[src/rtl/tt_checkpoint_ctrl.sv]
// Speculative checkpoint buffer for the register translation table: snapshots the
// mapping at branch rename, frees it on correct resolve, restores it on mispredict.
module tt_checkpoint_ctrl #(
    parameter  int unsigned NUM_D_REG = 64,
    parameter  int unsigned NUM_S_REG = 16,
    parameter  int unsigned NUM_CKPT  = 4,
    localparam int unsigned DW        = $clog2(NUM_D_REG),
    localparam int unsigned SW        = $clog2(NUM_S_REG),
    localparam int unsigned TW        = $clog2(NUM_CKPT),
    localparam int unsigned RDW       = 16 * DW
) (
    input  logic            clk,
    input  logic            n_rst,
    input  logic            alloc_req,
    input  logic [RDW-1:0]  snap_d,
    input  logic [SW-1:0]   snap_s,
    output logic            alloc_gnt,
    output logic [TW-1:0]   alloc_tag,
    output logic            stall,
    input  logic            resolve_valid,
    input  logic [TW-1:0]   resolve_tag,
    input  logic            resolve_mispredict,
    output logic            restore,
    output logic [RDW-1:0]  restore_d,
    output logic [SW-1:0]   restore_s,
    output logic [TW:0]     occupancy,
    output logic            full,
    output logic            empty
);

    localparam int unsigned PW = TW + 1;

    logic [PW-1:0]       head_q, tail_q, head_n, tail_n;
    logic [NUM_CKPT-1:0] live_q, done_q, live_n, done_n;
    logic [NUM_CKPT-1:0] squash;
    logic [RDW-1:0]      ckpt_d_q [NUM_CKPT];
    logic [SW-1:0]       ckpt_s_q [NUM_CKPT];

    logic [TW-1:0] head_idx, tail_idx, misp_age;
    logic          misp_valid, good_valid, retire;

    // Occupancy and flags from the wrap-bit pointers
    always_comb begin
        head_idx  = head_q[TW-1:0];
        tail_idx  = tail_q[TW-1:0];
        occupancy = tail_q - head_q;
        full      = (occupancy == PW'(NUM_CKPT));
        empty     = (occupancy == PW'(0));
    end

    // Event decode; a mispredict of the head slot blocks its retire
    always_comb begin
        misp_valid = resolve_valid & resolve_mispredict & live_q[resolve_tag];
        good_valid = resolve_valid & ~resolve_mispredict & live_q[resolve_tag];
        retire     = live_q[head_idx] & done_q[head_idx]
                   & ~(misp_valid & (resolve_tag == head_idx));
        alloc_gnt  = alloc_req & ~full & ~misp_valid;
        alloc_tag  = tail_idx;
        stall      = alloc_req & ~alloc_gnt;
        misp_age   = TW'(resolve_tag - head_idx);
    end

    // Slots at or younger than the mispredicted branch are squashed
    always_comb begin
        squash = '0;
        for (int i = 0; i < NUM_CKPT; i++) begin
            squash[i] = misp_valid & (TW'(TW'(i) - head_idx) >= misp_age);
        end
    end

    // Next pointer and slot-status state
    always_comb begin
        live_n = live_q;
        done_n = done_q;
        head_n = head_q;
        tail_n = tail_q;
        if (good_valid) begin
            done_n[resolve_tag] = 1'b1;
        end
        if (retire) begin
            live_n[head_idx] = 1'b0;
            done_n[head_idx] = 1'b0;
            head_n           = head_q + PW'(1);
        end
        if (misp_valid) begin
            live_n = live_n & ~squash;
            done_n = done_n & ~squash;
            tail_n = head_q + PW'(misp_age);
        end
        if (alloc_gnt) begin
            live_n[tail_idx] = 1'b1;
            done_n[tail_idx] = 1'b0;
            tail_n           = tail_q + PW'(1);
        end
    end

    always_ff @(posedge clk) begin
        if (!n_rst) begin
            head_q    <= '0;
            tail_q    <= '0;
            live_q    <= '0;
            done_q    <= '0;
            restore   <= 1'b0;
            restore_d <= '0;
            restore_s <= '0;
        end else begin
            head_q  <= head_n;
            tail_q  <= tail_n;
            live_q  <= live_n;
            done_q  <= done_n;
            restore <= misp_valid;
            if (misp_valid) begin
                restore_d <= ckpt_d_q[resolve_tag];
                restore_s <= ckpt_s_q[resolve_tag];
            end
        end
    end

    // Snapshot storage carries no reset; a slot is always written before it is live
    always_ff @(posedge clk) begin
        if (alloc_gnt) begin
            ckpt_d_q[tail_idx] <= snap_d;
            ckpt_s_q[tail_idx] <= snap_s;
        end
    end

endmodule

[config.mk]
export PLATFORM = sky130hd
export DESIGN_NAME = tt_checkpoint_ctrl
export DESIGN_NICKNAME = d
export VERILOG_FILES = /design/src/rtl/tt_checkpoint_ctrl.sv
export SDC_FILE = /design/constraint.sdc
export NUM_CORES = 1
export LEC_CHECK = 0
export CORE_AREA = 2 2 170 213
export DETAILED_ROUTE_END_ITERATION = 7
export DIE_AREA = 0 0 172 215
export GPL_TIMING_DRIVEN = 1
export PLACE_DENSITY = 0.87
export RECOVER_POWER = 100
export SETUP_SLACK_MARGIN = 0.15
export SLEW_MARGIN = 40
export SYNTH_ARGS = -nofsm -noshare
export SYNTH_HDL_FRONTEND = slang
export SYNTH_SLANG_ARGS = --single-unit
[constraint.sdc]
create_clock -name clk -period 6.6 [get_ports clk]
set_input_delay 1.98 -clock clk [delete_from_list [all_inputs] [get_ports clk]]
set_output_delay 1.98 -clock clk [all_outputs]
set_load 0.02 [all_outputs]
==> flow_summary.json <==
{
  "synth_edf_count": 400,
  "violations": "capacitance limit, slew limit",
  "yosys_register_bits": 515,
  "cts_buffer_depth": 3,
  "dieHeight_um": 215,
  "rr_endpoint": "ckpt_d_q[1][0]",
  "grt_pass1_vias": 11300,
  "ios": 217,
  "synth_top_area_share_pct": 62.1,
  "tightest_slew_ps": 2540,
  "drcViolationCount": 0,
  "fin_total_pwr_mw": 6.77,
  "max-vdd-ir-drop_mv": 0.261,
  "cap_violations": 9,
  "final.setup.tns_ps": 0,
  "synth-async-reset-ratio_pct": 0,
  "worstPathMaxFanout": 25,
  "htreeDepth": 2,
  "core_mm2": 0.0351,
  "p_leak_nw": 7.91,
  "critPathLaunchType": "input port",
  "syn_avg_cell_area_um2": 17.6,
  "syn_area_mm2": 0.0193,
  "drtIter0Drc": 850,
  "ant_nets": 0,
  "viasPerCell": 5.69,
  "die-area_mm2": 0.0370,
  "area_growth_pct": 20.9,
  "synth_flop_cell": "edfxtp_1",
  "cts-root-buf": "clkbuf_16",
  "min_to": "restore_d[67]",
  "wirelength_mm": 40.0,
  "critPathRequiredTime_ps": 4620,
  "rsz0062_at_grt": "false",
  "clkLatencyLatePin_ps": 570,
  "cts_hold_buf": 0,
  "drive_gt1_share_pct": 13.6,
  "synth_top_cell_by_area": "edfxtp_1",
  "grt_max_degree": 104,
  "synth_most_common_cell": "edfxtp_1",
  "tritoncts": "built",
  "synthTopCellsByCount": "edfxtp_1, nand2_1, dfxtp_1, mux4_2, a21boi_1",
  "status": "finished with violations",
  "track_usage_pct": 22.3,
  "dp_hpwl_mm": 22.8,
  "reg2reg_depth": 7,
  "dp_slack_ps": 760,
  "gp_congestion": 0.735,
  "setup_ws_ps": 446,
  "timing.rr.start": "tail_q[0]",
  "max_freq_mhz": 162,
  "relSlewSlack_pct": -69.5,
  "crit_path_end_kind": "output pin",
  "synth_nets": 1225,
  "skew_ps": 30.6,
  "p_per_area_mw_per_mm2": 290,
  "synthesis.instances": 1101,
  "ys_top_cells_by_area": "edfxtp_1, dfxtp_1, mux4_2",
  "timing.final.crit_share_pct": 93.2,
  "fillerInstances": 2332,
  "setup_violations": 0,
  "critical_path_class": "input port to output pin",
  "yosysSeqAreaShare_pct": 74.1,
  "fin_crit_ps": 6150,
  "wl_per_cell_um": 21.7,
  "arrival_ps": 4170,
  "finalMaxSlewViolations": 435,
  "postCtsSetupRepairBufs": 0,
  "die_w_um": 172,
  "nets": 1440,
  "numCtsBuffers": 47,
  "holdCritPathClass": "flip-flop to flip-flop",
  "rrSetupSlack_ps": 2030,
  "clk_pin_slew_ps": 60,
  "hold_viol_final": 0,
  "grt_pass1_wl_mm": 62.3,
  "ys.warnings.count": 0,
  "whs_path_depth": 2,
  "cts_resized": 0,
  "drtPass1Iterations": 5,
  "min-delay-start": "restore_d[67]",
  "vias": 10500,
  "port_buffers": 216,
  "overflow": 0,
  "antenna_found_initial": 18,
  "clock-sinks": 515,
  "synth_cell_types": 48,
  "num_rows": 77,
  "start_util_pct": 55.1
}
## worst max-delay path: stages
cell and delay [ps]:
dlygate4sd3_1 580, nand3_1 130, o22ai_1 400, buf_4 350, nor3_1 70, dlygate4sd3_1 650
## area by class of cell
class	instances	area, um^2	area share, %
inverter	16	60.1	0.257
antenna	14	35.0	0.150
tap	474	593	2.54
multi-input combinational	505	4610	19.7
timing repair buffer	231	2280	9.76
clock inverter	22	150	0.642
clock buffer	66	1330	5.69
sequential	515	14300	61.2
## registers in the layout, indices dropped and copies added (netlist names), 3 cells and up
register,count
ckpt_d_q,384
restore_d,96
ckpt_s_q,16
done_q,4
live_q,4
restore_s,4
head_q,3
tail_q,3
## through the flow
stage / hold WS [ps] / util [%] / cells / instance area (um^2)
2_1_floorplan: 461 / - / 1101 / 19300
3_3_place_gp: 435 / 62.6 / 1740 / 22000
3_5_place_dp: 442 / 62.7 / 1741 / 22000
4_1_cts: 449 / 67.0 / 1829 / 23500
5_1_grt: 464 / 66.6 / 1840 / 23400
6_report: 447 / 66.6 / 1843 / 23400
## power breakdown
group          internal, mW  total, mW  switching (mW)  leakage [nW]
sequential             3.68       3.72          0.0425          4.60
combinational         0.201      0.465           0.264          2.59
clock                  1.45       2.59            1.14         0.716
total                  5.33       6.77            1.45          7.91
## cell families (layout without fill, tap and decap cells)
kind of cell / Yosys count / in the layout / share of synthesized area (%)
fa+ha+maj: 17 / 17 / 1.26
compound gates: 125 / 125 / 5.04
flops: 515 / 515 / 74.1
other cells: 0 / 14 / 0
buf+inv: 81 / 335 / 2.00
simple gates: 251 / 251 / 5.26
xor+xnor: 5 / 5 / 0.311
mux: 107 / 107 / 12.1
## worst max-delay path by stage
stage | from | endpoint | slack, ps | cells past startpoint
after floorplan | resolve_tag[1] | ckpt_d_q[2][0] | 990 | 5
after global placement | resolve_mispredict | alloc_gnt | 800 | 6
after detailed placement | resolve_valid | alloc_gnt | 760 | 6
after CTS | resolve_valid | alloc_gnt | 760 | 6
after global routing | resolve_mispredict | alloc_gnt | 350 | 6
final | resolve_mispredict | alloc_gnt | 450 | 6
## layout by cell type, fill, tap and decap left out, types with 9 or more instances in the layout
cell type / instances
a21boi_0: 98
dlygate4sd3_1: 211
clkbuf_1: 18
clkbuf_16: 49
diode_2: 14
mux4_2: 101
inv_1: 15
edfxtp_1: 400
clkinv_1: 9
ha_1: 13
nand2_1: 216
dfxtp_1: 115
## layer usage
metal / track usage (%) / wire, um / vias to the layer above
met3: 4.48 / 2380 / 109
met4: 8.35 / 1420 / 8
met2: 39.5 / 21000 / 379
met1: 26.9 / 15200 / 5341
met5: 0 / 46 / -
li1: - / - / 4647
Power figures use the tool's default switching activity.
